==> src/rtl/irq_controller.sv <==
// Interrupt sequencer: edge-latched requests, fixed-priority take into a handler,
// resume-PC save/restore on rti, and a cause word for rdi.
module irq_controller #(
  parameter int unsigned NUM_SRC = 4,
  parameter int unsigned PC_W    = 32
) (
  input  logic               clk,
  input  logic               rst_n,
  input  logic [NUM_SRC-1:0] irq_req,
  input  logic               inst_valid,
  input  logic               stall,
  input  logic               rsi,
  input  logic [PC_W-1:0]    rsi_data,
  input  logic               rti,
  input  logic [PC_W-1:0]    resume_pc,
  output logic               int_take,
  output logic [PC_W-1:0]    int_vector,
  output logic               ret_take,
  output logic [PC_W-1:0]    ret_pc,
  output logic               int_active,
  output logic [NUM_SRC-1:0] irq_ack,
  output logic [31:0]        cause
);

  localparam int unsigned SEL_W = (NUM_SRC > 1) ? $clog2(NUM_SRC) : 1;

  typedef enum logic [1:0] {
    ST_IDLE   = 2'd0,
    ST_ACTIVE = 2'd1,
    ST_RETURN = 2'd2
  } state_t;

  state_t             state;
  state_t             state_next;
  logic [NUM_SRC-1:0] irq_req_q;
  logic [NUM_SRC-1:0] pending;
  logic               enabled;
  logic [SEL_W-1:0]   sel;
  logic               rsi_acc;
  logic               rti_dec;
  logic               take_ok;
  logic               ret_ok;
  logic               int_take_d;
  logic               ret_take_d;
  logic [NUM_SRC-1:0] irq_ack_d;

  assign rsi_acc = rsi & inst_valid & ~stall;
  assign rti_dec = rti & inst_valid;
  assign take_ok = enabled & (|pending) & ~stall & ~rti_dec;
  assign ret_ok  = rti_dec & ~stall;

  // Lowest pending index wins.
  always_comb begin
    sel = '0;
    for (int i = int'(NUM_SRC) - 1; i >= 0; i--) begin
      if (pending[i]) sel = SEL_W'(i);
    end
  end

  always_ff @(posedge clk or negedge rst_n) begin
    if (!rst_n) state <= ST_IDLE;
    else        state <= state_next;
  end

  // RETURN is a one-cycle blackout and leaves even under stall.
  always_comb begin
    state_next = state;
    case (state)
      ST_IDLE:   if (take_ok) state_next = ST_ACTIVE;
      ST_ACTIVE: if (ret_ok)  state_next = ST_RETURN;
      ST_RETURN: state_next = ST_IDLE;
      default:   state_next = ST_IDLE;
    endcase
  end

  always_comb begin
    int_take_d = 1'b0;
    ret_take_d = 1'b0;
    irq_ack_d  = '0;
    case (state)
      ST_IDLE: begin
        if (take_ok) begin
          int_take_d = 1'b1;
          irq_ack_d  = NUM_SRC'(1) << sel;
        end
      end
      ST_ACTIVE: ret_take_d = ret_ok;
      default: ;
    endcase
  end

  // Datapath registers; a new edge on the clearing clock keeps the bit pending.
  always_ff @(posedge clk or negedge rst_n) begin
    if (!rst_n) begin
      irq_req_q  <= '0;
      pending    <= '0;
      enabled    <= 1'b0;
      int_vector <= '0;
      ret_pc     <= '0;
      cause      <= '0;
      int_take   <= 1'b0;
      ret_take   <= 1'b0;
      irq_ack    <= '0;
      int_active <= 1'b0;
    end else begin
      irq_req_q  <= irq_req;
      pending    <= (pending & ~irq_ack) | (irq_req & ~irq_req_q);
      int_take   <= int_take_d;
      ret_take   <= ret_take_d;
      irq_ack    <= irq_ack_d;
      int_active <= (state_next == ST_ACTIVE);
      if (rsi_acc) begin
        int_vector <= rsi_data;
        enabled    <= (rsi_data != '0);
      end
      if (int_take_d) begin
        ret_pc <= resume_pc;
        cause  <= 32'h8000_0000 | 32'(sel);
      end
      if (ret_take_d) cause[31] <= 1'b0;
    end
  end

endmodule

==> config.mk <==
export PLATFORM = sky130hd
export DESIGN_NAME = irq_controller
export DESIGN_NICKNAME = d
export VERILOG_FILES = /design/src/rtl/irq_controller.sv
export SDC_FILE = /design/constraint.sdc
export NUM_CORES = 1
export LEC_CHECK = 0
export BUFFER_PORTS_ARGS = -buffer_cell sky130_fd_sc_hd__buf_2
export CORE_ASPECT_RATIO = 0.9
export CORE_UTILIZATION = 49
export DETAILED_ROUTE_END_ITERATION = 16
export PLACE_DENSITY_LB_ADDON = 0.08
export SKIP_CTS_REPAIR_TIMING = 1
export SLEW_MARGIN = 25
export SYNTH_ARGS = -nofsm -noshare
export SYNTH_HDL_FRONTEND = slang
export SYNTH_SLANG_ARGS = --single-unit
==> constraint.sdc <==
create_clock -name clk -period 4.4 [get_ports clk]
set_input_delay 0.22 -clock clk [delete_from_list [all_inputs] [get_ports clk]]
set_output_delay 0.22 -clock clk [all_outputs]
set_load 0.01 [all_outputs]
==> impl_metrics.ini <==
[status]
status = finished, final reports clean

[floorplanning]
start_util = 0.5228
die_w_um = 91.53
ios = 177
dieArea_um2 = 7558
rows = 28
dieHeight_um = 82.58
core_area_um2 = 6761

[worst_setup_path]
crit_slowest_cell = o211ai_4
cp_top_family = compound AO/OA/AOI/OAI gates
cp_cell_sequence = or2_2, o211ai_4, buf_4, mux2_2
crit_path_end_kind = register
critical-path-max-stage-delay_ns = 0.72
rrSetupSlack_ns = 2.00
worst-path-buf-inv = 1
timing.rr.start = pending[0]
path_class = reg2reg
cp_data_required_time_ns = 4.64
crit_fanout = 22
rr_worst_depth = 4
worst_ep_arrival_time_ns = 2.64
r2r-end = ret_pc[4]
critPathLaunchType = register

[drt]
routed_wl_um = 7073
wl_per_cell_um = 14.43
dr_total_vias = 2354
vias_per_cell = 4.804
drc = 0
drtAntennaViolNets = 0
dr.pass1.iters = 4
drt_iter0_drc = 47

[grt]
grt_pass1_vias = 2266
grt_overflow_total = 0
grt_usage = 0.1928
grt_max_degree = 51
grt_first_pass_wirelength_um = 10820
grt_antenna_before_repair = 0

[timing]
period_share = 0.5459
fin_crit_ns = 2.402
finalHoldViolations = 0
fin_hold_ws_ns = 0.08991
fmax_mhz = 416.3
slew_headroom = 0.4278
worst_slew_pin_slew_ns = 0.8541
final_max_slew_viol_count = 0
rsz0062_at_grt = false
worst_clock_skew_ns = 0.009076
tns_ns = 0
setup_viol = 0

[hold_path]
min_path_type = in2reg
hold_depth = 2
min_from = resume_pc[13]
worstHoldEndpoint = ret_pc[13]

[clock_network]
clock_sinks = 85
htree_levels = 3
cts_buffers = 9
tritoncts = built
clockBufferDepth = 2
clkTransAtPathRegs_ns = 0.08
root_buffer = clkbuf_8
clock_latency_ns = 0.36

[yosys]
synth-xor-area-share = 0
synth-compound-area-share = 0.02796
netlist_instances = 236
syn_area_um2 = 3535
yosysSeqAreaShare = 0.6018
synth_top_family_by_area = multiplexers
synthAdderAreaFrac = 0
yosysWarnings = 0
ys_types = 28
syn_avg_cell_area_um2 = 14.98
ys_seq_elements = 85
yosys.area_share.simple = 0.05062
synthMuxAreaShare = 0.2315

[power]
p_leak_uw = 0.002422
p_switching_uw = 782.8
intPower_uw = 1885
p_per_area_nw_per_um2 = 585.5
ir_worst_vdd_v = 0.0003585
seqPwrFrac = 0.434
p_sw_frac = 0.2934
combPwrFrac = 0.315
clkPwrFrac = 0.251

[layout]
syn2layout_area_growth_pct = 28.92
fin_nets = 469
diodes = 0
drive_gt1_frac = 0.5850

[placed_design]
routabilityCongestion = 0.7174
hpwl_um = 5142
port-buffer-count = 147

[run]
max-cap-violations = 0
==> per-stage QoR <==
step	setup WS [ns]	cell area [um^2]	utilization	instances	power, uW
2_1_floorplan	2.717	3640	-	264	1684
3_3_place_gp	2.035	4239	0.6269	468	1986
3_5_place_dp	1.987	4259	0.6299	469	2015
4_1_cts	1.977	4507	0.6665	485	2694
5_1_grt	1.887	4557	0.6739	490	2816
6_report	1.998	4557	0.6739	490	2668
==> worst max path at each step <==
| stage | start | to | slack [ns] | cells past startpoint |
|---|---|---|---|---|
| 3_5_place_dp | pending[0] | ret_pc[4] | 1.99 | 4 |
| 5_1_grt | pending[0] | ret_pc[4] | 1.89 | 4 |
| 3_3_place_gp | pending[0] | ret_pc[4] | 2.03 | 4 |
| 2_1_floorplan | pending[0] | ret_pc[10] | 2.72 | 4 |
| 4_1_cts | pending[0] | ret_pc[4] | 1.98 | 4 |
| 6_report | pending[0] | ret_pc[4] | 2.00 | 4 |
==> power by group through the flow <==
stage	Clock (uW)	Sequential (uW)	Combinational (uW)
finish	671	1160	839
CTS	687	1160	848
detailed placement	0	1170	845
global route	719	1190	906
global placement	0	1160	825
floorplan	0	1270	410
==> Yosys cell counts, drive strengths merged <==
cell | instances | area share
nor2b | 2 | 0.0035
dfrtp | 85 | 0.60
o31a | 1 | 0.0025
inv | 11 | 0.012
nand2 | 2 | 0.0021
and3b | 1 | 0.0025
nand3 | 1 | 0.0014
or2 | 2 | 0.0035
mux2 | 64 | 0.23
buf | 35 | 0.075
conb | 1 | 0.0011
nor4 | 9 | 0.016
a21oi | 1 | 0.0014
o22ai | 4 | 0.0071
o221a | 1 | 0.0032
o211ai | 1 | 0.0060
nor3 | 2 | 0.0028
and2 | 1 | 0.0018
o21ai | 3 | 0.0042
nor4b | 1 | 0.0067
a31oi | 2 | 0.0035
nand2b | 2 | 0.0035
nand3b | 1 | 0.0021
nand4 | 2 | 0.0035
nor2 | 1 | 0.0011
==> layer usage <==
metal  vias up  share of wire  track usage
met3         6          0.063      0.06136
met2        95           0.51       0.3248
met1      1166           0.41       0.2396
met5         -              0            0
li1       1087              -            -
met4         0          0.012      0.06190
==> cells by family after synthesis <==
kind of cell,count (synthesis)
buffers and inverters,46
DFF,85
and+or+nand+nor,27
AOI/OAI and AO/OA,13
other,1
muxes,64
==> final cells by class <==
cell class / count / area, um^2
Timing Repair Buffer: 155 / 823.3
Sequential cell: 85 / 2127
Clock inverter: 5 / 106.4
Tap cell: 90 / 112.6
Inverter: 11 / 41.29
Fill cell: 530 / 2205
Multi-Input combinational cell: 133 / 1205
Clock buffer: 11 / 141.4
==> registers in the layout (all words and copies together), names as in the netlist, 2 cells and up <==
name	flops
state	2
cause	3
irq_ack	4
int_vector	32
pending	4
ret_pc	32
irq_req_q	4
==> layout by cell type (no fill, tap or decap), types with 2 or more instances in the layout <==
cell type / synthesis / routed
buf_4: 29 / 3
nand2b_1: 2 / 2
mux2_4: 26 / 26
dfrtp_1: 85 / 85
inv_1: 11 / 11
dlygate4sd3_1: 0 / 5
conb_1: 1 / 29
nand2_1: 2 / 2
bufinv_16: 0 / 3
buf_2: 3 / 146
mux2_2: 38 / 38
nor4_1: 9 / 9
clkbuf_8: 0 / 10
or2_2: 2 / 2
nor2b_1: 2 / 2
nand4_1: 2 / 2
nor3_1: 2 / 2
o21ai_0: 3 / 3
o22ai_1: 4 / 4
a31oi_1: 2 / 2
(Power assumes the default switching activity.)
